===== config.mk =====
export PLATFORM = sky130hd
export DESIGN_NAME = uart_apb_ctrl
export DESIGN_NICKNAME = d
export VERILOG_FILES = /design/src/rtl/uart_apb_pkg.sv /design/src/rtl/uart_tx_fifo.sv /design/src/rtl/uart_apb_ctrl.sv
export SDC_FILE = /design/constraint.sdc
export NUM_CORES = 1
export LEC_CHECK = 0
export BUFFER_PORTS_ARGS = -buffer_cell sky130_fd_sc_hd__buf_2
export CAP_MARGIN = 20
export CORE_MARGIN = 2
export CORE_UTILIZATION = 40
export CTS_CLUSTER_DIAMETER = 60
export CTS_CLUSTER_SIZE = 20
export DETAILED_ROUTE_END_ITERATION = 8
export SLEW_MARGIN = 40
export SYNTH_ARGS = -nofsm -noshare
export SYNTH_HDL_FRONTEND = slang
export SYNTH_HIERARCHICAL = 1
export SYNTH_SLANG_ARGS = --single-unit

===== constraint.sdc =====
create_clock -name clk -period 3.75 [get_ports clk]
set_clock_uncertainty 0.2 [all_clocks]
set_input_delay 0.5625 -clock clk [delete_from_list [all_inputs] [get_ports clk]]
set_output_delay 0.5625 -clock clk [all_outputs]
set_load 0.005 [all_outputs]

===== src/rtl/uart_apb_pkg.sv =====
// uart_apb_pkg
// Shared definitions for the UART APB sequencer:
//   - APB register offsets of the UART slave (DATA, CTRL, BAUDDIV)
//   - FSM state encoding (legacy-compatible localparam constants)
//   - operation type of the transfer currently on the bus
//   - helper to zero-extend a data byte onto the 32-bit write bus
package uart_apb_pkg;

    localparam logic [11:0] ADDR_DATA = 12'h000;
    localparam logic [11:0] ADDR_CTRL = 12'h008;
    localparam logic [11:0] ADDR_BAUD = 12'h010;

    localparam logic [1:0] ST_IDLE   = 2'd0;
    localparam logic [1:0] ST_SETUP  = 2'd1;
    localparam logic [1:0] ST_ACCESS = 2'd2;
    localparam logic [1:0] ST_GAP    = 2'd3;

    typedef enum logic [1:0] {
        OP_BAUD = 2'd0,
        OP_CTRL = 2'd1,
        OP_DATA = 2'd2
    } op_e;

    // Data bytes go out on the low lane with the upper lanes cleared.
    function automatic logic [31:0] zext_byte(input logic [7:0] b);
        return {24'h00_0000, b};
    endfunction

endpackage


===== src/rtl/uart_tx_fifo.sv =====
// uart_tx_fifo
// Small circular FIFO for bytes waiting to be written to the UART.
// Ports:
//   clk, rst_n        clock, asynchronous active-low reset (empties FIFO)
//   push, wdata       write request and data; ignored while full
//   pop               remove head entry; ignored while empty
//   rdata             current head entry (valid when !empty)
//   full, empty       occupancy flags derived from count
//   count             number of stored entries (0..DEPTH)
module uart_tx_fifo #(
    parameter int unsigned DEPTH = 4,
    parameter int unsigned WIDTH = 8
) (
    input  logic                     clk,
    input  logic                     rst_n,
    input  logic                     push,
    input  logic [WIDTH-1:0]         wdata,
    input  logic                     pop,
    output logic [WIDTH-1:0]         rdata,
    output logic                     full,
    output logic                     empty,
    output logic [$clog2(DEPTH):0]   count
);

    localparam int unsigned PTR_W = $clog2(DEPTH);
    localparam int unsigned CNT_W = PTR_W + 1;

    logic [WIDTH-1:0] mem_r [DEPTH];
    logic [PTR_W-1:0] wr_ptr_r;
    logic [PTR_W-1:0] rd_ptr_r;
    logic [CNT_W-1:0] count_r;
    logic             do_push_s;
    logic             do_pop_s;
    logic             full_s;
    logic             empty_s;

    // Occupancy flags and qualified push/pop strobes.
    always_comb begin
        full_s    = (count_r == CNT_W'(DEPTH));
        empty_s   = (count_r == {CNT_W{1'b0}});
        do_push_s = push && !full_s;
        do_pop_s  = pop && !empty_s;
    end

    // Pointer and count bookkeeping; pointers wrap naturally since DEPTH is a power of 2.
    always_ff @(posedge clk or negedge rst_n) begin
        if (!rst_n) begin
            wr_ptr_r <= {PTR_W{1'b0}};
            rd_ptr_r <= {PTR_W{1'b0}};
            count_r  <= {CNT_W{1'b0}};
        end else begin
            if (do_push_s) begin
                wr_ptr_r <= wr_ptr_r + PTR_W'(1);
            end
            if (do_pop_s) begin
                rd_ptr_r <= rd_ptr_r + PTR_W'(1);
            end
            case ({do_push_s, do_pop_s})
                2'b10:   count_r <= count_r + CNT_W'(1);
                2'b01:   count_r <= count_r - CNT_W'(1);
                default: count_r <= count_r;
            endcase
        end
    end

    // Storage array; contents are only meaningful where count says so, so no reset.
    always_ff @(posedge clk) begin
        if (do_push_s) begin
            mem_r[wr_ptr_r] <= wdata;
        end
    end

    assign rdata = mem_r[rd_ptr_r];
    assign full  = full_s;
    assign empty = empty_s;
    assign count = count_r;

endmodule


===== src/rtl/uart_apb_ctrl.sv =====
// uart_apb_ctrl
// Write-only APB master that programs a UART (BAUDDIV then CTRL after reset
// or on request) and drains a byte FIFO into the DATA register, pacing data
// writes by one UART frame time.
// Ports:
//   clk, rst                 clock, asynchronous active-low reset
//   cfg_req/cfg_baud/cfg_ctrl  request a reprogram with the given values
//   tx_valid/tx_data/tx_ready  byte push interface (tx_ready = FIFO not full)
//   err_clr                  clears the sticky timeout flag
//   psel/penable/pwrite/paddr/pwdata/pready  APB master port
//   busy                     FSM active or bytes still queued
//   cfg_done                 last config sequence finished cleanly
//   err_timeout              sticky: an APB access timed out
module uart_apb_ctrl
    import uart_apb_pkg::*;
#(
    parameter int unsigned FIFO_DEPTH = 4,
    parameter logic [15:0] BAUD_RST   = 16'd434,
    parameter logic [31:0] CTRL_RST   = 32'h0000_0001,
    parameter int unsigned FRAME_BITS = 10,
    parameter int unsigned TIMEOUT    = 16
) (
    input  logic        clk,
    input  logic        rst,
    input  logic        cfg_req,
    input  logic [15:0] cfg_baud,
    input  logic [31:0] cfg_ctrl,
    input  logic        tx_valid,
    input  logic [7:0]  tx_data,
    output logic        tx_ready,
    input  logic        err_clr,
    output logic        psel,
    output logic        penable,
    output logic        pwrite,
    output logic [11:0] paddr,
    output logic [31:0] pwdata,
    input  logic        pready,
    output logic        busy,
    output logic        cfg_done,
    output logic        err_timeout
);

    localparam int unsigned CNT_W = $clog2(FIFO_DEPTH) + 1;
    localparam int unsigned BIT_W = $clog2(FRAME_BITS + 1);
    localparam int unsigned TO_W  = $clog2(TIMEOUT + 1);

    logic [1:0]       state_r;
    op_e              op_r;
    logic             psel_r;
    logic             penable_r;
    logic             pwrite_r;
    logic [11:0]      paddr_r;
    logic [31:0]      pwdata_r;
    logic             pend_r;
    logic [15:0]      pend_baud_r;
    logic [31:0]      pend_ctrl_r;
    logic [31:0]      run_ctrl_r;
    logic [15:0]      baud_shadow_r;
    logic [15:0]      div_cnt_r;
    logic [BIT_W-1:0] bit_cnt_r;
    logic [TO_W-1:0]  to_cnt_r;
    logic             cfg_done_r;
    logic             err_timeout_r;

    logic             start_cfg_s;
    logic             start_data_s;
    logic             xfer_done_s;
    logic             timeout_s;
    logic [15:0]      div_max_s;
    logic             div_wrap_s;
    logic             frame_end_s;
    logic [7:0]       fifo_head_s;
    logic             fifo_full_s;
    logic             fifo_empty_s;
    logic [CNT_W-1:0] fifo_count_s;

    uart_tx_fifo #(
        .DEPTH (FIFO_DEPTH),
        .WIDTH (8)
    ) u_fifo (
        .clk   (clk),
        .rst_n (rst),
        .push  (tx_valid),
        .wdata (tx_data),
        .pop   (start_data_s),
        .rdata (fifo_head_s),
        .full  (fifo_full_s),
        .empty (fifo_empty_s),
        .count (fifo_count_s)
    );

    // IDLE arbitration: a pending config always beats queued data.
    always_comb begin
        start_cfg_s  = 1'b0;
        start_data_s = 1'b0;
        if (state_r == ST_IDLE) begin
            if (pend_r) begin
                start_cfg_s = 1'b1;
            end else if (!fifo_empty_s) begin
                start_data_s = 1'b1;
            end else begin
                start_data_s = 1'b0;
            end
        end else begin
            start_cfg_s = 1'b0;
        end
    end

    // Access-phase outcome and frame-gap counter terminal conditions.
    always_comb begin
        xfer_done_s = 1'b0;
        timeout_s   = 1'b0;
        if (state_r == ST_ACCESS) begin
            xfer_done_s = pready;
            timeout_s   = !pready && (to_cnt_r == TO_W'(TIMEOUT - 1));
        end else begin
            xfer_done_s = 1'b0;
        end
        // A zero divider would never wrap; treat it as one clock per bit.
        if (baud_shadow_r == 16'd0) begin
            div_max_s = 16'd1;
        end else begin
            div_max_s = baud_shadow_r;
        end
        div_wrap_s  = (div_cnt_r == (div_max_s - 16'd1));
        frame_end_s = div_wrap_s && (bit_cnt_r == BIT_W'(FRAME_BITS - 1));
    end

    // Main sequencer: APB phases, op tracking, timeout and gap counters.
    always_ff @(posedge clk or negedge rst) begin
        if (!rst) begin
            state_r       <= ST_IDLE;
            op_r          <= OP_BAUD;
            psel_r        <= 1'b0;
            penable_r     <= 1'b0;
            pwrite_r      <= 1'b0;
            paddr_r       <= 12'h000;
            pwdata_r      <= 32'h0000_0000;
            run_ctrl_r    <= CTRL_RST;
            baud_shadow_r <= BAUD_RST;
            div_cnt_r     <= 16'd0;
            bit_cnt_r     <= {BIT_W{1'b0}};
            to_cnt_r      <= {TO_W{1'b0}};
        end else begin
            case (state_r)
                ST_IDLE: begin
                    if (start_cfg_s) begin
                        state_r    <= ST_SETUP;
                        op_r       <= OP_BAUD;
                        psel_r     <= 1'b1;
                        penable_r  <= 1'b0;
                        pwrite_r   <= 1'b1;
                        paddr_r    <= ADDR_BAUD;
                        pwdata_r   <= {16'h0000, pend_baud_r};
                        // CTRL value is frozen here so a re-queue cannot alter this sequence.
                        run_ctrl_r <= pend_ctrl_r;
                    end else if (start_data_s) begin
                        state_r   <= ST_SETUP;
                        op_r      <= OP_DATA;
                        psel_r    <= 1'b1;
                        penable_r <= 1'b0;
                        pwrite_r  <= 1'b1;
                        paddr_r   <= ADDR_DATA;
                        pwdata_r  <= zext_byte(fifo_head_s);
                    end
                end
                ST_SETUP: begin
                    state_r   <= ST_ACCESS;
                    penable_r <= 1'b1;
                    to_cnt_r  <= {TO_W{1'b0}};
                end
                ST_ACCESS: begin
                    if (pready) begin
                        case (op_r)
                            OP_BAUD: begin
                                // Chain straight into the CTRL setup phase, psel stays high.
                                baud_shadow_r <= pwdata_r[15:0];
                                state_r       <= ST_SETUP;
                                op_r          <= OP_CTRL;
                                penable_r     <= 1'b0;
                                paddr_r       <= ADDR_CTRL;
                                pwdata_r      <= run_ctrl_r;
                            end
                            OP_CTRL: begin
                                state_r   <= ST_IDLE;
                                psel_r    <= 1'b0;
                                penable_r <= 1'b0;
                                pwrite_r  <= 1'b0;
                            end
                            OP_DATA: begin
                                state_r   <= ST_GAP;
                                psel_r    <= 1'b0;
                                penable_r <= 1'b0;
                                pwrite_r  <= 1'b0;
                                div_cnt_r <= 16'd0;
                                bit_cnt_r <= {BIT_W{1'b0}};
                            end
                            default: begin
                                state_r   <= ST_IDLE;
                                psel_r    <= 1'b0;
                                penable_r <= 1'b0;
                                pwrite_r  <= 1'b0;
                            end
                        endcase
                    end else if (timeout_s) begin
                        // Abort: the byte or the rest of the config sequence is dropped.
                        state_r   <= ST_IDLE;
                        psel_r    <= 1'b0;
                        penable_r <= 1'b0;
                        pwrite_r  <= 1'b0;
                    end else begin
                        to_cnt_r <= to_cnt_r + TO_W'(1);
                    end
                end
                ST_GAP: begin
                    // Divider counts clocks per bit, bit counter counts divider wraps.
                    if (frame_end_s) begin
                        state_r <= ST_IDLE;
                    end else if (div_wrap_s) begin
                        div_cnt_r <= 16'd0;
                        bit_cnt_r <= bit_cnt_r + BIT_W'(1);
                    end else begin
                        div_cnt_r <= div_cnt_r + 16'd1;
                    end
                end
                default: begin
                    state_r   <= ST_IDLE;
                    psel_r    <= 1'b0;
                    penable_r <= 1'b0;
                    pwrite_r  <= 1'b0;
                end
            endcase
        end
    end

    // Pending config: latched on any request, consumed when a sequence starts.
    always_ff @(posedge clk or negedge rst) begin
        if (!rst) begin
            pend_r      <= 1'b1;
            pend_baud_r <= BAUD_RST;
            pend_ctrl_r <= CTRL_RST;
        end else if (cfg_req) begin
            pend_r      <= 1'b1;
            pend_baud_r <= cfg_baud;
            pend_ctrl_r <= cfg_ctrl;
        end else if (start_cfg_s) begin
            pend_r <= 1'b0;
        end
    end

    // cfg_done: cleared when a sequence starts, set only by a completed CTRL write.
    always_ff @(posedge clk or negedge rst) begin
        if (!rst) begin
            cfg_done_r <= 1'b0;
        end else if (start_cfg_s) begin
            cfg_done_r <= 1'b0;
        end else if (xfer_done_s && (op_r == OP_CTRL)) begin
            cfg_done_r <= 1'b1;
        end
    end

    // Sticky timeout flag; a clear wins over a coincident timeout.
    always_ff @(posedge clk or negedge rst) begin
        if (!rst) begin
            err_timeout_r <= 1'b0;
        end else if (err_clr) begin
            err_timeout_r <= 1'b0;
        end else if (timeout_s) begin
            err_timeout_r <= 1'b1;
        end
    end

    assign psel        = psel_r;
    assign penable     = penable_r;
    assign pwrite      = pwrite_r;
    assign paddr       = paddr_r;
    assign pwdata      = pwdata_r;
    assign cfg_done    = cfg_done_r;
    assign err_timeout = err_timeout_r;
    assign tx_ready    = !fifo_full_s;
    assign busy        = (state_r != ST_IDLE) || (fifo_count_s != {CNT_W{1'b0}});

endmodule


Yosys cells after proc, flatten, opt, wreduce, memory -nomap -nowiden
Memories as Yosys holds them, arrays and structs flattened.
Index checks and enable logic that the tools add are counted.
{"block": "totals", "reg_bits": 181, "ram_bits": 32, "out_inout_bits": 51, "wordCells": 144, "memories": 1}
{"memory": "u_fifo.mem_r", "depth": 4, "width": 8, "read_ports": 1, "rd_clocked_by_memory_dff": 0, "wr": 1, "line": "uart_tx_fifo.sv:28", "text": "logic [WIDTH-1:0] mem_r [DEPTH];"}
{"block": "op_classes", "add_sub_neg": 8, "n_eq_ne": 22, "n_mux": 62, "n_reduce_logical": 32}
{"cell": "$mux 32", "count": 4}
{"cell": "$mux 16", "count": 5}
{"cell": "$pmux 32 s2", "count": 1}
{"cell": "$mux 12", "count": 4}
{"cell": "$pmux 16 s2", "count": 1}
{"cell": "$pmux 12 s2", "count": 1}
{"cell": "$mux 1", "count": 23}
{"cell": "$mux 2", "count": 9}
{"cell": "$add 16x1->16 const B", "count": 1}
{"cell": "$eq 16x16->1", "count": 1}
{"cell": "$logic_not 16->1", "count": 1}
{"cell": "$mux 4", "count": 4}
{"cell": "$reduce_bool 2->1", "count": 8}
{"cell": "$sub 16x1->16 const B", "count": 1}
{"cell": "$ne 2x2->1 const B", "count": 6}
{"cell": "$reduce_and 3->1", "count": 4}
{"cell": "$reduce_and 4->1", "count": 3}
{"cell": "$mux 5", "count": 2}
{"cell": "$pmux 5 s2", "count": 1}
{"cell": "$eq 2x2->1 const B", "count": 4}
{"cell": "$pmux 2 s2", "count": 2}
{"cell": "$pmux 2 s4", "count": 1}
{"cell": "$pmux 4 s2", "count": 1}
{"cell": "$eq 2x1->1 const B", "count": 3}
{"cell": "22 further kinds", "count": 33}

Longest topological paths before layout
Gate-level depths: netlist of the first run.
{"block": "logic_depth", "ltp_word": 7, "mapped_depth": 15}

Cells and area by module
Netlist of the first run, hierarchy kept.
{"module": "uart_apb_ctrl", "n_inst": 1, "cells_each": 706, "area_per_inst_um2": 7498.4}
{"module": "uart_tx_fifo", "n_inst": 1, "cells_each": 79, "area_per_inst_um2": 1592.8}

Worst setup path before layout of the first run
No wires, ideal clock.
{"block": "synth_timing", "path_kind": "reg2reg", "start": "reg baud_shadow_r[4]", "end": "reg bit_cnt_r[0]", "setup_time_ns": 0.134, "arrival_ns": 3.401, "required_time_ns": 3.416, "setup_slack_ns": 0.015, "path_stages_with_launch": 15, "path_buffers": 2, "synth_period_minus_slack_ns": 3.735, "path_cell_list": "dfstp_2 -> or4_1 -> buf_2 -> nor3_1 -> a21oi_1 -> ha_1 -> xor3_1 -> a211oi_1 -> nand4_1 -> a211oi_1 -> o2111ai_1 -> o31a_2 -> clkbuf_1 -> o21ai_0 -> o41ai_1"}
{"block": "synth_via", "elab_chain_len": 7}
{"item": "start, declared", "line": "uart_apb_ctrl.sv:58", "text": "logic [15:0] baud_shadow_r;"}
{"item": "start signal, assigned", "line": "uart_apb_ctrl.sv:177", "text": "baud_shadow_r <= pwdata_r[15:0];"}
{"item": "$logic_not 16->1", "line": "uart_apb_ctrl.sv:120", "text": "if (baud_shadow_r == 16'd0) begin"}
{"item": "$mux 16 *", "line": "uart_apb_ctrl.sv:120"}
{"item": "$sub 16x1->16 *", "line": "uart_apb_ctrl.sv:125", "text": "div_wrap_s = (div_cnt_r == (div_max_s - 16'd1));"}
{"item": "$eq 16x16->1 *", "line": "uart_apb_ctrl.sv:125"}
{"item": "$logic_and 1x1->1", "line": "uart_apb_ctrl.sv:126", "text": "frame_end_s = div_wrap_s && (bit_cnt_r == BIT_W'(FRAME_BITS - 1));"}
{"item": "$ne 2x2->1 (no source line)"}
{"item": "$reduce_and 5->1 (no source line) *"}
{"item": "end signal, assigned", "line": "uart_apb_ctrl.sv:142", "text": "bit_cnt_r <= {BIT_W{1'b0}};"}
{"item": "end signal, assigned", "line": "uart_apb_ctrl.sv:196", "text": "bit_cnt_r <= {BIT_W{1'b0}};"}
{"item": "end signal, assigned", "line": "uart_apb_ctrl.sv:221", "text": "bit_cnt_r <= bit_cnt_r + BIT_W'(1);"}
{"item": "end, declared", "line": "uart_apb_ctrl.sv:60", "text": "logic [BIT_W-1:0] bit_cnt_r;"}
Every way passes the cells marked *; elsewhere a longest branch is shown, timed or not.
A chain may end at the register's enable or synchronous reset.

Worst setup path in the final report of the first run
{"block": "layout_timing", "start": "reg baud_shadow_r[1]", "end": "reg div_cnt_r[9]"}
{"block": "layout_via", "elab_chain_len": 7}
{"item": "$logic_not 16->1", "line": "uart_apb_ctrl.sv:120"}
{"item": "$mux 16 *", "line": "uart_apb_ctrl.sv:120"}
{"item": "$sub 16x1->16 *", "line": "uart_apb_ctrl.sv:125"}
{"item": "$eq 16x16->1 *", "line": "uart_apb_ctrl.sv:125"}
{"item": "$mux 16 / $logic_and 1x1->1 (equally long branches)", "line": "uart_apb_ctrl.sv:219, uart_apb_ctrl.sv:126"}
{"item": "$mux 16 / $ne 2x2->1 (equally long branches)"}
{"item": "$pmux 16 s2 / $reduce_and 4->1 (equally long branches)"}
{"item": "end signal, assigned", "line": "uart_apb_ctrl.sv:223", "text": "div_cnt_r <= div_cnt_r + 16'd1;"}
{"item": "end, declared", "line": "uart_apb_ctrl.sv:59", "text": "logic [15:0] div_cnt_r;"}
Every way passes the cells marked *; elsewhere a longest branch is shown, timed or not. The select of a mux whose other input is x is not followed.

==> flow_metrics.env, run 1 <==
export IMPL_synthFlopType="dfrtp_1"
export IMPL_setup_violations=0
export IMPL_cts_htree_levels=1
export IMPL_finalInstanceArea_um2=10700
export IMPL_die_x_um=155
export IMPL_die_h_um=155
export IMPL_fin_nets=976
export IMPL_grt_max_degree=83
export IMPL_cpPeakStageDelay_ps=540
export IMPL_ant_nets=0
export IMPL_grt_pass1_vias=6305
export IMPL_n_fill_cell=2081
export IMPL_clock_fmax_mhz=279
export IMPL_syn2layout_area_growth_pct=18.0
export IMPL_start_kind="flip-flop"
export IMPL_core_area_um2=22500
export IMPL_numCtsBuffers=16
export IMPL_cts_path_max_buffers=3
export IMPL_critPathMaxFanout=6
export IMPL_vias=6240
export IMPL_clk_pin_slew_worst_paths_ps=80
export IMPL_rsz0062_at_grt="false"
export IMPL_antenna_found_initial=0
export IMPL_root_buffer="clkbuf_16"
export IMPL_status="complete, no violations"
export IMPL_cts_tree="done"
export IMPL_cellPowerDensity_nw_per_um2=750
export IMPL_critical_path_cell_chain="or4_4 -> nor3_4 -> a21oi_1 -> ha_2 -> or4b_4 -> or4_1 -> nand3_1 -> a21oi_2 -> o2111ai_2 -> nor4bb_4 -> buf_4 -> or4_1 -> a21oi_2"
export IMPL_cp_required_ps=3960
export IMPL_synth_top_cell_area_share=0.432
export IMPL_drive_gt1_frac=0.318
export IMPL_timing_slew_headroom=0.501
export IMPL_netlist_area_um2=9090
export IMPL_cp_end_kind="flip-flop"
export IMPL_wl_per_cell_um=16.7
export IMPL_rows=55
export IMPL_synthArstFlopShare=0.842
export IMPL_cts_sinks=202
export IMPL_syn_inst=785
export IMPL_grt_pass1_wl_um=32800
export IMPL_worstMarginPinSlew_ps=749
export IMPL_drv_slew=0
export IMPL_synth_seq_area_share=0.575
export IMPL_die_area_um2=24000
export IMPL_post_route_period_util=0.955
export IMPL_synth_area_leaders="dfrtp_1 (43%), edfxtp_1 (11%), mux2_2 (7.7%), nand2_1 (5.6%), dfstp_2 (3.8%)"
export IMPL_synth_cell_types=72
export IMPL_arrival_ps=3790
export IMPL_initial_core_util=0.404
export IMPL_drt_wl_total_um=20000
export IMPL_drc_errors=0
export IMPL_port_buffers=102
export IMPL_antenna_cells=0
export IMPL_cp_slowest_cell="dfstp_2"
export IMPL_syn_avg_cell_area_um2=11.6
export IMPL_grt_util_all_layers=0.169
export IMPL_finalWeightedCongestion=0.800
export IMPL_setup_tns_ps=0
export IMPL_p_leak_nw=4.84
export IMPL_path_buf_inv=1
export IMPL_period_needed_ps=3580
export IMPL_synth_edff_count=32
export IMPL_fin_ws_ps=168
export IMPL_synth_warnings=6
export IMPL_grt_ovfl_total=0
export IMPL_yosysMostFrequentCell="dfrtp_1"
export IMPL_yosysTopAreaCell="dfrtp_1"
export IMPL_irDropWorstVdd_v=0.000349
export IMPL_hold_viol=0
export IMPL_power_total_w=0.00804
export IMPL_dp_slack_ps=-81.6
export IMPL_cpLargestDelayFamily="simple AND/OR/NAND/NOR gates"
export IMPL_crit_type="reg -> reg"
export IMPL_netlist_top_cells_count="dfrtp_1 (157), nand2_1 (135), mux2_2 (62), a21oi_1 (35), nor2_1 (33)"
export IMPL_clock_latency_ps=480
export IMPL_via_per_inst=5.21
export IMPL_hold_class="in -> reg"
export IMPL_first_pass_iters=5
export IMPL_ys_ff_latch=202
export IMPL_drtIter0Drc=395
export IMPL_hpwl_um=13500
export IMPL_maxCapViolations=0
export IMPL_postPlaceCellArea_um2=10100
export IMPL_num_io_pins=113
-- cells by family (layout without fill, tap and decap cells) --
kind of cell / after synthesis / in the layout / synth area share
DFF: 202 / 202 / 0.575
AOI/OAI and AO/OA: 138 / 138 / 0.106
muxes: 72 / 72 / 0.0994
other: 1 / 10 / 0.000412
buffers and inverters: 73 / 191 / 0.0376
and+or+nand+nor: 262 / 262 / 0.138
xor gates and xnor gates: 25 / 25 / 0.0257
adders and majority gates: 12 / 12 / 0.0173
-- worst reg2reg max path: stages (launching register included) --
cell and delay (ps):
dfstp_2 540, or4_4 150, nor3_4 50, a21oi_1 140
ha_2 220, or4b_4 480, or4_1 410, nand3_1 110
a21oi_2 70, o2111ai_2 230, nor4bb_4 100, buf_4 170
or4_1 520, a21oi_2 150
-- cell type report --
cell class | instances | area [um^2] | share of cell area
clock buffer | 19 | 433 | 0.0404
clock inverter | 9 | 98.8 | 0.00922
inverter | 20 | 75.1 | 0.00700
multi-input combinational | 519 | 3670 | 0.342
sequential | 202 | 5230 | 0.488
tap | 285 | 357 | 0.0333
timing repair buffer | 143 | 862 | 0.0804
-- timing repair --
item                                   CTS  global route
pin swaps                                2             7
setup endpoints to repair                8            22
endpoints found under the hold margin   74             0
hold buffers                             1             0
gates resized for setup                  8            18
buffers inserted                         0             1
gates cloned                             0             2
-- per-stage QoR --
step	hold slack [ps]	util	instances
floorplan	66.9	-	794
global placement	242	0.447	1165
detailed placement	249	0.447	1165
CTS	8.68	0.472	1194
global route	16.9	0.477	1197
finish	24.1	0.477	1197
-- placed cells by master (no fill, tap or decap), drive strengths merged, types with 9 or more instances in the layout --
cell type / n
or4: 9
or3: 11
nor2: 34
nand2: 135
o21ai: 28
clkbuf: 20
dfrtp: 157
xor2: 11
conb: 10
ha: 11
nand3: 12
o31ai: 9
a21oi: 35
dfstp: 13
buf: 141
xnor2: 13
nor3: 18
a22o: 24
mux2: 63
edfxtp: 32
inv: 24
-- where the power goes --
group,switching (W),internal [W]
Combinational,0.00163,0.00133
Clock,0.000813,0.000925
Sequential,0.000469,0.00287
-- registers in the layout, summed over array words and instances (netlist names), 2 cells and up --
| name | count |
|---|---|
| run_ctrl_r | 32 |
| op_r | 2 |
| pwdata | 32 |
| baud_shadow_r | 16 |
| pend_baud_r | 16 |
| u_fifo/mem_r | 32 |
| u_fifo/rd_ptr_r | 2 |
| to_cnt_r | 5 |
| bit_cnt_r | 4 |
| state_r | 2 |
| div_cnt_r | 16 |
| u_fifo/count | 3 |
| u_fifo/wr_ptr_r | 2 |
| pend_ctrl_r | 32 |
-- per-layer routing --
layer  GRT usage  share of wire  vias up
met5           0              0        -
met4      0.0406          0.018        0
met3      0.0263          0.043       27
met2       0.278           0.48      118
met1       0.235           0.46     3075
li1            -              -     3020
-- path summary, 6_finish.rpt --
kind,startpoint,slack (ps),end,cells past startpoint
setup / recovery,baud_shadow_r[1],170,div_cnt_r[9],13
hold / removal,err_clr,20,err_timeout,2
min in group asynchronous,rst,480,run_ctrl_r[22],2
hold reg to reg,run_ctrl_r[0],260,run_ctrl_r[0],2
setup reg to reg,baud_shadow_r[1],170,div_cnt_r[9],13
max in group asynchronous,rst,2030,pend_baud_r[7],3
Note: power is estimated with default switching activity, not from simulation.
==> inputs of run 2 (changes only) <==
--- a/config.mk
+++ b/config.mk
@@ -6,7 +6,6 @@
 export NUM_CORES = 1
 export LEC_CHECK = 0
 export BUFFER_PORTS_ARGS = -buffer_cell sky130_fd_sc_hd__buf_2
-export CAP_MARGIN = 20
 export CORE_MARGIN = 2
 export CORE_UTILIZATION = 40
 export CTS_CLUSTER_DIAMETER = 60
@@ -17,3 +16,4 @@
 export SYNTH_HDL_FRONTEND = slang
 export SYNTH_HIERARCHICAL = 1
 export SYNTH_SLANG_ARGS = --single-unit
+export TNS_END_PERCENT = 20
==> constraint.sdc (replaced) <==
create_clock -name clk -period 4.62 [get_ports clk]
set_clock_uncertainty 0.2 [all_clocks]
set_input_delay 0.693 -clock clk [delete_from_list [all_inputs] [get_ports clk]]
set_output_delay 0.693 -clock clk [all_outputs]
set_load 0.005 [all_outputs]
==> run 2 against run 1 <==
  * Critical path depth fell by 1
  * Register-to-register slack improved by 240 ps
  * Critical endpoint is now div_cnt_r[2]
  * Flip-flop and latch count did not move
  * Count of clock-buffer cells in the layout rose by 1
  * Critical path type unchanged
  * Global-route usage fell by 0.22 points
  * Non-clock buffer count fell by 31
  * Worst hold slack improved by 140 ps
  * Clock power fell by 14%
  * Combinational power fell by 31%
  * Die area did not move
  * Sequential share of layout area rose by 1.3 points
==> flow_metrics.env, run 2 (synthesis gave the netlist of run 1 again) <==
export IMPL_antenna_found_initial=0
export IMPL_fin_util=0.464
export IMPL_wl_per_cell_um=16.8
export IMPL_mostFrequentLayoutCell="dfrtp_1"
export IMPL_irDropWorstVdd_v=0.000267
export IMPL_rows=55
export IMPL_vias=6102
export IMPL_critPathMaxFanout=14
export IMPL_cts_path_max_buffers=3
export IMPL_drtIter0Drc=397
export IMPL_pwr_share_comb=0.322
export IMPL_p_int_w=0.00407
export IMPL_die_h_um=155
export IMPL_cts_sinks=202
export IMPL_cts_setup_buffers=0
export IMPL_p_clk_frac=0.236
export IMPL_worstHoldStart="err_clr"
export IMPL_post_route_period_util=0.912
export IMPL_period_needed_ps=4210
export IMPL_clk_pin_slew_worst_paths_ps=80
export IMPL_port_buffers=102
export IMPL_numCtsBuffers=16
export IMPL_ant_nets=0
export IMPL_first_pass_iters=5
export IMPL_finalWeightedCongestion=0.821
export IMPL_clock_fmax_mhz=237
export IMPL_reg2reg_depth=12
export IMPL_r2r_slack_ps=410
export IMPL_min_delay_path_depth=2
export IMPL_hold_viol=0
export IMPL_fin_nets=945
export IMPL_via_per_inst=5.23
export IMPL_syn2layout_area_growth_pct=14.9
export IMPL_cpLargestDelayFamily="simple AND/OR/NAND/NOR gates"
export IMPL_drt_wl_total_um=19600
export IMPL_rsz0062_at_grt="false"
export IMPL_final_cell_mix="dfrtp_1 (157), nand2_1 (134), buf_2 (101)"
export IMPL_p_switching_w=0.00228
export IMPL_swShare=0.359
export IMPL_critical_path_cell_chain="or4_1 -> nor3_1 -> a21oi_1 -> ha_1 -> xor3_1 -> a211oi_1 -> nand4_1 -> a211oi_1 -> o2111ai_1 -> o31a_2 -> nor2_2 -> a21oi_1"
export IMPL_timing_slew_headroom=0.546
export IMPL_hold_class="in -> reg"
export IMPL_hold_buffers=0
export IMPL_grt_max_degree=108
export IMPL_fin_ws_ps=406
export IMPL_p_leak_nw=4.67
export IMPL_clock_latency_ps=480
export IMPL_ctsResizeCount=0
export IMPL_min_delay_worst_endpoint="err_timeout"
export IMPL_core_area_um2=22500
export IMPL_setup_tns_ps=0
export IMPL_drv_slew=0
export IMPL_grt_pass1_wl_um=32400
export IMPL_worstMarginPinSlew_ps=679
export IMPL_die_x_um=155
export IMPL_grt_ovfl_total=0
export IMPL_dp_slack_ps=407
export IMPL_worstReg2RegStart="baud_shadow_r[4]"
export IMPL_cts_tree="done"
export IMPL_postPlaceCellArea_um2=9830
export IMPL_die_area_um2=24000
export IMPL_start_kind="flip-flop"
export IMPL_grt_util_all_layers=0.166
export IMPL_status="complete, no violations"
export IMPL_cp_required_ps=4770
export IMPL_cts_htree_levels=1
export IMPL_p_seq_frac=0.442
export IMPL_r2r_end="div_cnt_r[2]"
export IMPL_antenna_cells=0
export IMPL_maxCapViolations=0
export IMPL_cp_end_kind="flip-flop"
export IMPL_finalInstanceArea_um2=10400
export IMPL_drive_gt1_frac=0.277
export IMPL_cpPeakStageDelay_ps=670
export IMPL_path_buf_inv=0
export IMPL_setup_violations=0
export IMPL_num_io_pins=113
export IMPL_arrival_ps=4360
export IMPL_cellPowerDensity_nw_per_um2=608
export IMPL_root_buffer="clkbuf_16"
export IMPL_cp_slowest_cell="or4_1"
export IMPL_initial_core_util=0.404
export IMPL_drc_errors=0
export IMPL_holdWs_ps=166
export IMPL_crit_type="reg -> reg"
export IMPL_hpwl_um=13000
export IMPL_grt_pass1_vias=6114
-- run 2: power groups by stage --
stage	Sequential [W]	Combinational, W	Clock (W)
2_1_floorplan	0.00264	0.00159	0
3_3_place_gp	0.00283	0.00202	0
3_5_place_dp	0.00284	0.00205	0
4_1_cts	0.00281	0.00206	0.00155
5_1_grt	0.00289	0.00230	0.00161
6_report	0.00281	0.00204	0.00150
-- run 2: how the worst max path moves through the flow --
stage                          start           end  slack [ps]  depth (start not counted)
global placement    baud_shadow_r[4]  div_cnt_r[8]         560                         12
global route        baud_shadow_r[4]  div_cnt_r[9]         150                         12
finish              baud_shadow_r[4]  div_cnt_r[2]         410                         12
detailed placement  baud_shadow_r[4]  div_cnt_r[2]         410                         12
floorplan           baud_shadow_r[4]  bit_cnt_r[0]         880                         14
CTS                 baud_shadow_r[4]  div_cnt_r[2]         410                         12
-- run 2: per-stage QoR --
step           instances  power, W
5_1_grt             1166   0.00680
2_1_floorplan        794   0.00423
4_1_cts             1164   0.00642
3_3_place_gp        1136   0.00485
6_report            1166   0.00635
3_5_place_dp        1136   0.00490
-- run 2: cell type report --
cell class	count	area (um^2)
Fill cell	2050	12100
Timing Repair Buffer	112	631
Clock inverter	8	120
Clock buffer	20	458
Inverter	20	75.1
Sequential cell	202	5230
Tap cell	285	357
Multi-Input combinational cell	519	3570
-- run 2: worst register-to-register path, stage by stage, from the launching register on --
cell       delay [ps]
dfstp_2           400
or4_1             670
nor3_1            410
a21oi_1           130
ha_1              240
xor3_1            370
a211oi_1          170
nand4_1           140
a211oi_1          240
o2111ai_1         190
o31a_2            450
nor2_2            390
a21oi_1            80
-- run 2: per-layer routing --
metal  GRT usage  share of wire  vias to the layer above
li1            -              -                     2955
met5           0              0                        -
met3      0.0261          0.039                       25
met2       0.276           0.48                       98
met4      0.0397          0.018                        0
met1       0.231           0.46                     3024
